File: src/rtl/uart_tx_arbiter.sv
// uart_tx_arbiter: shares one UART transmitter between N_REQ byte requesters.
// Round-robin grant with a burst lock of up to MAX_BURST back-to-back bytes.
module uart_tx_arbiter #(
    parameter int N_REQ     = 4,
    parameter int D_BITS    = 8,
    parameter int MAX_BURST = 4
) (
    input  logic                    i_clk,
    input  logic                    reset_n,
    input  logic [N_REQ-1:0]        i_req,
    input  logic [N_REQ*D_BITS-1:0] i_req_data,
    output logic [N_REQ-1:0]        o_ack,
    output logic [N_REQ-1:0]        o_done,
    output logic                    o_busy,
    output logic [D_BITS-1:0]       o_tx_data,
    output logic                    o_tx_enable,
    input  logic                    i_tx_rdy,
    input  logic                    i_tx_done
);
    localparam int IW = $clog2(N_REQ);
    localparam int BW = $clog2(MAX_BURST) + 1;
    localparam logic [BW-1:0] BLAST = BW'(MAX_BURST - 1);
    localparam logic [IW-1:0] ILAST = IW'(N_REQ - 1);

    typedef enum logic [1:0] {ARB, ISSUE, WAIT} state_e;

    state_e            state_q;
    logic [IW-1:0]     rr_ptr_q;
    logic [IW-1:0]     owner_q;
    logic [BW-1:0]     burst_cnt_q;
    logic [N_REQ-1:0]  ack_q;
    logic              busy_q;
    logic              en_q;
    logic [D_BITS-1:0] data_q;

    logic [IW-1:0] owner_nxt;
    logic [IW-1:0] base;
    logic [IW-1:0] grant;
    logic [IW-1:0] idx;
    logic          keep;
    logic          drop;
    logic          found;

    assign owner_nxt = (owner_q == ILAST) ? '0 : owner_q + IW'(1);

    // The burst owner keeps priority only while it is still requesting.
    assign keep = (burst_cnt_q != '0) && i_req[owner_q];
    assign drop = (burst_cnt_q != '0) && !i_req[owner_q];
    assign base = drop ? owner_nxt : rr_ptr_q;

    always_comb begin
        grant = owner_q;
        found = keep;
        idx   = '0;
        for (int i = 0; i < N_REQ; i++) begin
            idx = IW'((int'(base) + i) % N_REQ);
            if (!found && i_req[idx]) begin
                grant = idx;
                found = 1'b1;
            end
        end
    end

    always_ff @(posedge i_clk or negedge reset_n) begin
        if (!reset_n) begin
            state_q     <= ARB;
            rr_ptr_q    <= '0;
            owner_q     <= '0;
            burst_cnt_q <= '0;
            ack_q       <= '0;
            busy_q      <= 1'b0;
            en_q        <= 1'b0;
            data_q      <= '0;
        end else begin
            ack_q <= '0;
            en_q  <= 1'b0;
            unique case (state_q)
                ARB: begin
                    if (drop) begin
                        burst_cnt_q <= '0;
                        rr_ptr_q    <= owner_nxt;
                    end
                    if (i_tx_rdy && |i_req) begin
                        data_q  <= i_req_data[grant*D_BITS +: D_BITS];
                        owner_q <= grant;
                        ack_q   <= N_REQ'(1) << grant;
                        en_q    <= 1'b1;
                        busy_q  <= 1'b1;
                        state_q <= ISSUE;
                    end
                end
                ISSUE: state_q <= WAIT;
                WAIT: begin
                    if (i_tx_done) begin
                        busy_q  <= 1'b0;
                        state_q <= ARB;
                        if (burst_cnt_q == BLAST) begin
                            burst_cnt_q <= '0;
                            rr_ptr_q    <= owner_nxt;
                        end else begin
                            burst_cnt_q <= burst_cnt_q + BW'(1);
                        end
                    end
                end
                default: state_q <= ARB;
            endcase
        end
    end

    assign o_ack       = ack_q;
    assign o_busy      = busy_q;
    assign o_tx_enable = en_q;
    assign o_tx_data   = data_q;
    assign o_done      = (state_q == WAIT && i_tx_done)
                       ? (N_REQ'(1) << owner_q) : '0;
endmodule

File: config.mk
export PLATFORM = sky130hd
export DESIGN_NAME = uart_tx_arbiter
export DESIGN_NICKNAME = d
export VERILOG_FILES = /design/src/rtl/uart_tx_arbiter.sv
export SDC_FILE = /design/constraint.sdc
export NUM_CORES = 1
export LEC_CHECK = 0
export ABC_AREA = 1
export BUFFER_PORTS_ARGS = -buffer_cell sky130_fd_sc_hd__buf_2
export CELL_PAD_IN_SITES_DETAIL_PLACEMENT = 1
export CELL_PAD_IN_SITES_GLOBAL_PLACEMENT = 2
export CORE_MARGIN = 3
export CORE_UTILIZATION = 27
export DETAILED_ROUTE_END_ITERATION = 8
export GPL_TIMING_DRIVEN = 0
export PLACE_DENSITY = 0.86
export SYNTH_ARGS = -nofsm -noshare
export SYNTH_HDL_FRONTEND = slang
export SYNTH_SLANG_ARGS = --single-unit
File: constraint.sdc
create_clock -name i_clk -period 2.9 [get_ports i_clk]
set_input_delay 0.58 -clock i_clk [delete_from_list [all_inputs] [get_ports i_clk]]
set_output_delay 0.58 -clock i_clk [all_outputs]
set_load 0.005 [all_outputs]
==> run_results.csv <==
group,metric,value,unit
outcome,status,"completed",
drt,wl_met1,2410,um
yosys,postSynthCellCount,262,
worst_setup_path,critical_path_capture_point_type,"register",
finish,layout-drive-gt1-share,33.9,%
worst_setup_path,cp_data_arrival_time,2.75,ns
yosys,synth-simple-area-share,48.6,%
drt,drc_marker_count_from_the_first_detailed_route_iteration,52,
global_route,antenna_found_initial,0,
yosys,yosys.cell_types.count,23,
yosys,synthMuxAreaShare,0,%
clocking,cts_inserted_buffers,3,
global_route,grt_start_max_net_pins,24,
worst_setup_path,critPathTopFamily,"simple AND/OR/NAND/NOR gates",
placed_design,port_buffers,57,
placed_design,post-place-cells,396,
worst_setup_path,worst-path-buf-inv,4,
finish,filler_cell_count,852,
drt,detail_route.vias_per_cell,4.65,
drt,route.detailed.drc,0,
sta,final_max_slew_viol_count,0,
yosys,post_synth.cell_area_avg,6.95,um2
yosys,synth_fp_nets,308,
drt,firstDrtPassIters,4,
clocking,clock_insertion_delay_worst_skew,0.26,ns
yosys,ys_ff_latch,23,
floorplan,pin_count,58,
drt,routed_wire_length_per_instance,13.1,um
yosys,synth_seq_area_share,31.6,%
yosys,synth_compound_gate_area_share,7.97,%
sta,clock_skew_after_layout,0.00100,ns
global_route,grt_pass1_vias,1914,
sta,tightest_slew,0.618,ns
floorplan,die_width,88.1,um
clocking,cts_sinks,23,
yosys,top_cell_type_s_share_of_synthesized_area,31.6,%
clocking,clock_tree.root_cell,"sky130_fd_sc_hd__clkbuf_8",
floorplan,die_area,7770,um2
yosys,synth_adder_area_share,4.12,%
flow_run,max_cap_viol_count,0,
clocking,tritoncts,"built",
drt,maxUsedRoutingLayer,"met4",
finish,layoutNonFillerInstCount,404,
placed_design,routabilityCongestion,0.764,
floorplan,floorplan.rows,29,
global_route,global_route.usage.total,14.7,%
floorplan,initial_core_util,28.2,%
worst_setup_path,critical_path.cell_chain,"clkinvlp_4, ha_4, inv_1, nand3_1, nand2_2, nand2_1, nand2_1, nand2_2, nand2_4, nor2_8, nand3_2, nand2_2, nand2_4, nand2_8, inv_4, buf_8, nand2_2, nand2_1, nor2_1, nor2_1",
drt,met3_layer_wire_length_in_the_routed_design,201,um
sta,setup-tns-final,0,ns
worst_setup_path,path_class,"reg -> reg",
sta,setup_viol,0,
global_route,grt_first_pass_wirelength,8980,um
floorplan,fp.coreArea,6460,um2
worst_setup_path,setup.reg_to_reg.worst_slack,0.31,ns
yosys,mappedNetlistArea,1820,um2
drt,drt-total-wl,5310,um
clocking,clk_pin_slew_worst_paths,0.08,ns
finish,number_of_diodes_added_for_antenna_fixing,0,
worst_setup_path,critical-path-top-cell-by-count,"sky130_fd_sc_hd__nand2_2",
sta,maxClockFrequency,386,MHz
global_route,global_route_total_overflow,0,
yosys,main_combinational_cell_family_by_area_after_synthesis,"simple AND/OR/NAND/NOR gates",
finish,num-nets-final,374,
yosys,synthXorXnorAreaFrac,0,%
clocking,post_cts_hold_buffer_count,0,
worst_setup_path,required,3.06,ns
sta,finalCriticalPeriod,2.59,ns
sta,grt_setup_unrepaired,"no",
worst_setup_path,cp_max_fo,10,
worst_setup_path,slowest_stage,"sky130_fd_sc_hd__dfrtp_2",
sta,timing.final.hold_violations,0,
yosys,synthesis.yosys.warnings,0,
sta,slew-limit-headroom,58.3,%
drt,met2RoutedLength,2620,um
clocking,htree_levels,1,
worst_setup_path,crit_path_max_incr_delay,0.43,ns
sta,fin_crit_sh,89.2,%
finish,flow.area_growth_from_synthesis,28.1,%
placed_design,hpwl,4300,um
clocking,max_buffers_root_to_sink,2,
drt,routed-via-count,1880,
worst_setup_path,worstSetupStartpointType,"register",
drt,route.antenna.remaining_nets,0,
worst_hold_path,holdCritPathClass,"in -> async",
yosys,netlist_top_cells_area,"sky130_fd_sc_hd__dfrtp_1, sky130_fd_sc_hd__nand2_1, sky130_fd_sc_hd__nand3_1",
yosys,post_synthesis_cell_type_with_the_largest_combined_area,"sky130_fd_sc_hd__dfrtp_1",
floorplan,die_height,88.1,um
## registers in the layout, indices dropped and copies added, names as in the netlist
signal and cells:
burst_cnt_q 3, o_ack 4, o_busy 1, o_tx_data 8, o_tx_enable 1, owner_q 2, rr_ptr_q 2, state_q 2
## layout by cell type (no fill, tap or decap), drive strengths merged
cell and n:
clkinv 1, o21ai 8, o21bai 8, inv 27, clkbuf 5, clkinvlp 1, ha 6, dfrtp 23
o22ai 2, o41ai 1, nand2 101, nand3 36, a41oi 1, nand4 1, a21oi 3, nor2 40
buf 63
## routing by layer
| metal | up-vias | global-route usage, % |
|---|---|---|
| li1 | 958 | - |
| met1 | 881 | 19.1 |
| met2 | 36 | 25.2 |
| met3 | 5 | 1.69 |
| met4 | 0 | 5.36 |
| met5 | - | 0 |
## per-stage QoR
stage	cell area, um2	util (%)	setup WS, ns	hold WS [ns]
2_1_floorplan	1820	-	0.511	0.284
3_3_place_gp	2200	34.1	0.0688	0.465
3_5_place_dp	2200	34.1	0.0328	0.473
4_1_cts	2250	34.8	0.0742	0.298
5_1_grt	2330	36.1	0.000730	0.302
6_report	2330	36.1	0.312	0.278
## final cells by class
cell class	count	area [um2]	share of cell area (%)
flip-flops and latches	23	578	24.8
repair buffers	61	315	13.5
multi-input cells	207	1150	49.2
plain buffers	3	30.0	1.29
clock buffers	4	45.0	1.93
well taps	77	96.3	4.13
inverters	29	120	5.15
## cells by family after synthesis
group,Yosys count
buf+inv,32
simple gates,178
fa+ha+maj,6
compound gates,23
flops,23
## what timing repair did
item                                    CTS  global route
endpoints found under the setup margin    0            11
gates resized for setup                   0            14
endpoints found under the hold margin     0             0
buffers inserted                          0             4
## cells in the mapped netlist
library cell                n
sky130_fd_sc_hd__a21oi_1    3
sky130_fd_sc_hd__a41oi_1    1
sky130_fd_sc_hd__buf_6      1
sky130_fd_sc_hd__buf_8      1
sky130_fd_sc_hd__clkbuf_1   1
sky130_fd_sc_hd__dfrtp_1   23
sky130_fd_sc_hd__ha_1       6
sky130_fd_sc_hd__inv_1     27
sky130_fd_sc_hd__inv_2      1
sky130_fd_sc_hd__inv_4      1
sky130_fd_sc_hd__nand2_1   76
sky130_fd_sc_hd__nand2_2   16
sky130_fd_sc_hd__nand2_4    9
sky130_fd_sc_hd__nand3_1   30
sky130_fd_sc_hd__nand3_2    4
sky130_fd_sc_hd__nand3_4    2
sky130_fd_sc_hd__nand4_1    1
sky130_fd_sc_hd__nor2_1    39
sky130_fd_sc_hd__nor2_8     1
sky130_fd_sc_hd__o21ai_0    8
sky130_fd_sc_hd__o21bai_1   8
sky130_fd_sc_hd__o22ai_1    2
sky130_fd_sc_hd__o41ai_1    1
## path summary, 6_finish.rpt
kind | end | start | cells past startpoint
setup / recovery | o_tx_data[5] | owner_q[1] | 20
hold / removal | state_q[1] | reset_n | 1
setup reg to reg | o_tx_data[5] | owner_q[1] | 20
hold reg to reg | o_busy | o_busy | 2
max in group asynchronous | owner_q[1] | reset_n | 1
min in group i_clk | o_busy | o_busy | 2
Power is left out: the tool's default activity adds up to more than one toggle a clock period on the data nets, which glitch-free logic cannot reach.
